**config.mk**
```make
export PLATFORM = sky130hd
export DESIGN_NAME = stage_sequencer
export DESIGN_NICKNAME = d
export VERILOG_FILES = /design/src/rtl/stage_sequencer.sv
export SDC_FILE = /design/constraint.sdc
export NUM_CORES = 1
export LEC_CHECK = 0
export ABC_AREA = 1
export CAP_MARGIN = 20
export CORE_UTILIZATION = 47
export CTS_CLUSTER_SIZE = 16
export DETAILED_ROUTE_END_ITERATION = 7
export PLACE_DENSITY = 0.85
export RECOVER_POWER = 50
export SYNTH_ARGS = -nofsm -noshare
export SYNTH_HDL_FRONTEND = slang
export SYNTH_SLANG_ARGS = --single-unit
```
**constraint.sdc**
```tcl
create_clock -name clk -period 3.25 [get_ports clk]
set_clock_uncertainty 0.2 [all_clocks]
set_input_delay 0.65 -clock clk [delete_from_list [all_inputs] [get_ports clk]]
set_output_delay 0.65 -clock clk [all_outputs]
set_load 0.01 [all_outputs]
```
**src/rtl/stage_sequencer.sv**
```systemverilog
// rtl/stage_sequencer.sv - boot handshake and multi-cycle IF..WB state sequencer
//
// Runs the host boot handshake (send 0x99, take the program size, take the
// program image, send 0xAA), then loops the multi-cycle core through
// IF -> IF_ID -> ID -> ID_EX -> EX -> EX_MEM -> MEM -> MEM_WB -> WB -> WB_IF.
// EX dwells while ex_busy; MEM dwells for at least MEM_LATENCY cycles and
// while mem_busy. A halt seen in WB_IF parks the core in HALT until reset.
//
// Ports:
//   clk, reset                       core clock, synchronous active-high reset
//   stall                            freeze state and counters, gate strobes
//   size_fetch_done, prog_fetch_done boot progress from the host link
//   ex_busy, mem_busy                dwell requests for EX and MEM
//   halt                             halt request, honoured in WB_IF
//   tx_0x99, size_wren, prog_wren,
//   tx_0xAA                          boot strobes
//   core_reset                       pipeline-register reset (boot + INIT)
//   *_wren, ram_wren, reg_wren       pipeline, data RAM and register strobes
//   state, halted, instr_count       status
module stage_sequencer #(
  parameter bit BOOT_EN     = 1'b1,
  parameter int MEM_LATENCY = 1,
  parameter int CNT_W       = 32
) (
  input  logic             clk,
  input  logic             reset,
  input  logic             stall,
  input  logic             size_fetch_done,
  input  logic             prog_fetch_done,
  input  logic             ex_busy,
  input  logic             mem_busy,
  input  logic             halt,
  output logic             tx_0x99,
  output logic             size_wren,
  output logic             prog_wren,
  output logic             tx_0xAA,
  output logic             core_reset,
  output logic             wb_if_wren,
  output logic             if_id_wren,
  output logic             id_ex_wren,
  output logic             ex_mem_wren,
  output logic             mem_wb_wren,
  output logic             ram_wren,
  output logic             reg_wren,
  output logic [4:0]       state,
  output logic             halted,
  output logic [CNT_W-1:0] instr_count
);

  // The MEM counter saturates one past the exit threshold so a long
  // mem_busy wait can never wrap it back to zero and re-fire ram_wren.
  localparam int            MW       = $clog2(MEM_LATENCY + 1);
  localparam logic [MW-1:0] MEM_LAST = MW'(MEM_LATENCY - 1);
  localparam logic [MW-1:0] MEM_SAT  = MW'(MEM_LATENCY);

  typedef enum logic [4:0] {
    S_TX99   = 5'd0,
    S_SIZE   = 5'd1,
    S_PROG   = 5'd2,
    S_TXAA   = 5'd3,
    S_INIT   = 5'd4,
    S_IF     = 5'd5,
    S_IF_ID  = 5'd6,
    S_ID     = 5'd7,
    S_ID_EX  = 5'd8,
    S_EX     = 5'd9,
    S_EX_MEM = 5'd10,
    S_MEM    = 5'd11,
    S_MEM_WB = 5'd12,
    S_WB     = 5'd13,
    S_WB_IF  = 5'd14,
    S_HALT   = 5'd15
  } state_t;

  state_t        st;
  logic [MW-1:0] mem_cnt;
  logic          go;

  always_ff @(posedge clk) begin
    if (reset) begin
      st          <= BOOT_EN ? S_TX99 : S_INIT;
      mem_cnt     <= '0;
      instr_count <= '0;
    end else if (!stall) begin
      case (st)
        S_TX99:   st <= S_SIZE;
        S_SIZE:   if (size_fetch_done) st <= S_PROG;
        S_PROG:   if (prog_fetch_done) st <= S_TXAA;
        S_TXAA:   st <= S_INIT;
        S_INIT:   st <= S_IF;
        S_IF:     st <= S_IF_ID;
        S_IF_ID:  st <= S_ID;
        S_ID:     st <= S_ID_EX;
        S_ID_EX:  st <= S_EX;
        S_EX:     if (!ex_busy) st <= S_EX_MEM;
        S_EX_MEM: begin
          st      <= S_MEM;
          mem_cnt <= '0;
        end
        S_MEM: begin
          if ((mem_cnt >= MEM_LAST) && !mem_busy) st <= S_MEM_WB;
          if (mem_cnt != MEM_SAT) mem_cnt <= mem_cnt + MW'(1);
        end
        S_MEM_WB: st <= S_WB;
        S_WB:     st <= S_WB_IF;
        S_WB_IF: begin
          instr_count <= instr_count + CNT_W'(1);
          st          <= halt ? S_HALT : S_IF;
        end
        S_HALT:   st <= S_HALT;
        default:  st <= S_INIT;
      endcase
    end
  end

  assign go          = ~stall;
  assign state       = st;
  assign halted      = (st == S_HALT);
  assign core_reset  = (st == S_TX99) | (st == S_SIZE) | (st == S_PROG) |
                       (st == S_TXAA) | (st == S_INIT);
  assign tx_0x99     = go & (st == S_TX99);
  assign size_wren   = go & (st == S_SIZE);
  assign prog_wren   = go & (st == S_PROG);
  assign tx_0xAA     = go & (st == S_TXAA);
  assign if_id_wren  = go & (st == S_IF_ID);
  assign id_ex_wren  = go & (st == S_ID_EX);
  assign ex_mem_wren = go & (st == S_EX_MEM);
  assign mem_wb_wren = go & (st == S_MEM_WB);
  assign reg_wren    = go & (st == S_WB);
  assign wb_if_wren  = go & (st == S_WB_IF);
  // Only the first counted MEM cycle writes the data RAM.
  assign ram_wren    = go & (st == S_MEM) & (mem_cnt == '0);

endmodule

```
==> results.toml <==
[timing]
post-route-period-util = 0.933
worst_slew_pin_slew_ps = 709
hold_viol_final = 0
fin_setup_tns_ps = 0
period_needed_ps = 3030
relSlewSlack = 0.527
postLayoutSetupSlackWorst_ps = 217
setup_viol = 0
rsz0062_at_grt = "no"
slew_violations = 0
fmaxAchievable_ghz = 0.330

[cts]
cts.sinks = 37
cts_resized = 0
clkLatencyLatePin_ps = 290
ctsHoldBuffers = 0
tritoncts = "yes"
cts_buffers = 5
htree_levels = 2
clockBufferDepth = 2
clkSlewWorstSetupHoldPaths_ps = 80
cts_setup_buffers = 0
clockRootBuffer = "clkbuf_8"

[grt]
grtUsageTotal = 0.251
grt_pass1_vias = 2390
antenna_found_initial = 0
grt_max_degree = 25
grt_first_pass_wirelength_mm = 10.2
grt_overflow = 0

[yosys]
avgSynthCellArea_um2 = 6.03
synth_top_area_share = 0.328
synth_top_flop_cell = "dfxtp_1"
synth_area_leaders = "dfxtp_1 33%, nand2_1 17%, nor2_1 11%"
ys_ff_latch = 37
syn_area_um2 = 2260
synth-async-reset-ratio = 0
ys.warnings.count = 0
synth_common_cells = "103 x nand2_1, 69 x nor2_1, 52 x inv_1"
yosys.cell_types.count = 29
syn_inst = 374
synth_top_area_cell = "dfxtp_1"
synth_edf_count = 0
yosysMostFrequentCell = "nand2_1"
ys_seq_area_frac = 0.328
synth_nets = 383

[die]
die-area_um2 = 5080
core_area_um2 = 4470
fp-row-count = 24
die_x_um = 71.3
initial_core_util = 0.504
die_y_um = 71.3
pin_count = 58

[cells_and_area]
diodes = 0
syn_to_final_growth_pct = 29.9
nets = 443
fillCellCount = 406
drive_gt1_frac = 0.0598
stdcell_area_um2 = 2930

[critical_path]
worstSetupStartpoint = "stall"
critPathBufInv = 3
r2r_start = "state[3]"
cp.depth = 5
r2r-end = "instr_count[15]"
rr_worst_depth = 8
critPathMaxStageDelay_ps = 560
crit_path_end = "if_id_wren"
r2r_setup_slack_ps = 1090
required_ps = 2400
cp_common_cell = "clkdlybuf4s50_1"
start_kind = "input pin"
crit_chain = "clkdlybuf4s50_1, nor2_4, inv_1, nor3_1, clkdlybuf4s50_1"
end_kind = "primary output"
path_delay_family = "buffers and inverters"
crit_path_max_fanout = 5
crit_slowest_cell = "clkdlybuf4s50_1"
critPathKind = "input pin to primary output"
arrival_ps = 2180

[routing]
viasPerCell = 5.20
drtAntennaViolNets = 0
drt_drc_violations_left = 5
drt_iter0_markers = 161
dr.pass1.iters = 8
vias = 2533
drt-total-wl_mm = 6.00
wire_per_inst_um = 12.3

[pwr]
power_leakage_nw = 1.20
pwr_density_cell_nw_per_um2 = 287
internal_power_uw = 634
power_uw = 843
p_seq_frac = 0.547
vdd_ir_drop_max_mv = 0.200
p_sw_uw = 208
switching_share = 0.247
power_frac_clock = 0.371
power_frac_comb = 0.083

[min_path]
hold_path.startpoint = "mem_cnt"
min-delay-path-class = "register to register"

[placement]
dpl.hpwl_mm = 4.54
port_buffers = 56
placed_cell_area_um2 = 2870
dp_worst_setup_slack_ps = 214
place_congestion = 0.902

[run]
drv_cap = 0

[outcome]
run_status = "finished with violations"
violations = "DRC"
## worst min-delay path, stage by stage (launching register included)
cell and delay (ps):
dfxtp_1 310, o21ai_0 70, a21oi_1 60
## cells in the final DEF (no fill, tap or decap)
cell type,count
nor2_1,70
a21oi_1,22
inv_1,52
clkdlybuf4s50_1,28
nand2_4,2
ha_1,1
nand4_1,10
nand3_2,1
nand2_2,2
nand2_1,103
clkinv_2,2
o21ai_0,21
clkinv_4,1
buf_4,1
nor3_2,1
nor4_1,1
conb_1,1
inv_2,2
dfxtp_1,37
dlygate4sd3_1,28
o21bai_1,1
nor2_4,2
clkbuf_1,2
o21a_1,1
nor3_1,6
nand3_1,23
clkbuf_8,5
nor2_2,5
and2_1,2
nor3_4,1
nor3b_2,1
## metrics by stage
stage	utilization	instances	hold WS, ps
floorplan	-	374	250
global placement	0.640	479	263
detailed placement	0.640	479	282
CTS	0.659	487	293
global route	0.655	487	309
finish	0.655	487	290
## logic make-up (layout without fill, tap and decap cells)
kind of cell / Yosys count / in the layout / share of synthesized area
simple gates: 230 / 230 / 0.455
buf+inv: 60 / 121 / 0.108
compound gates: 45 / 45 / 0.102
flops: 37 / 37 / 0.328
fa+ha+maj: 1 / 1 / 0.00555
other cells: 1 / 1 / 0.00166
## registers in the layout, indices dropped and copies added (netlist names)
name and flops:
state 4, instr_count 32, mem_cnt 1
## worst min path at each step
stage	end	slack [ps]	cells after the start
5_1_grt	mem_cnt	310	2
4_1_cts	mem_cnt	290	2
6_report	mem_cnt	290	2
2_1_floorplan	mem_cnt	250	2
3_3_place_gp	mem_cnt	260	2
3_5_place_dp	mem_cnt	280	2
## final cells by class
| class | instances | area, µm² | area share |
|---|---|---|---|
| multi-input combinational | 277 | 1260 | 0.430 |
| sequential | 37 | 741 | 0.253 |
| timing repair buffer | 58 | 572 | 0.195 |
| inverter | 55 | 211 | 0.0721 |
| clock buffer | 6 | 72.6 | 0.0248 |
| tap | 52 | 65.1 | 0.0222 |
| clock inverter | 2 | 10.0 | 0.00341 |
## power groups by stage
stage | logic, mW | registers, mW | clock network, mW
floorplan | 0.0385 | 0.472 | 0
global placement | 0.0693 | 0.471 | 0
detailed placement | 0.0710 | 0.471 | 0
CTS | 0.0711 | 0.461 | 0.317
global route | 0.0773 | 0.461 | 0.338
finish | 0.0698 | 0.461 | 0.312
## routing by layer
| metal | vias to the layer above | global-route usage | part of all wire |
|---|---|---|---|
| met5 | - | 0 | 0 |
| met4 | 0 | 0.113 | 0.011 |
| met3 | 8 | 0.0464 | 0.076 |
| met2 | 111 | 0.423 | 0.47 |
| met1 | 1123 | 0.311 | 0.44 |
| li1 | 1291 | - | - |
Power figures use the tool's default switching activity.
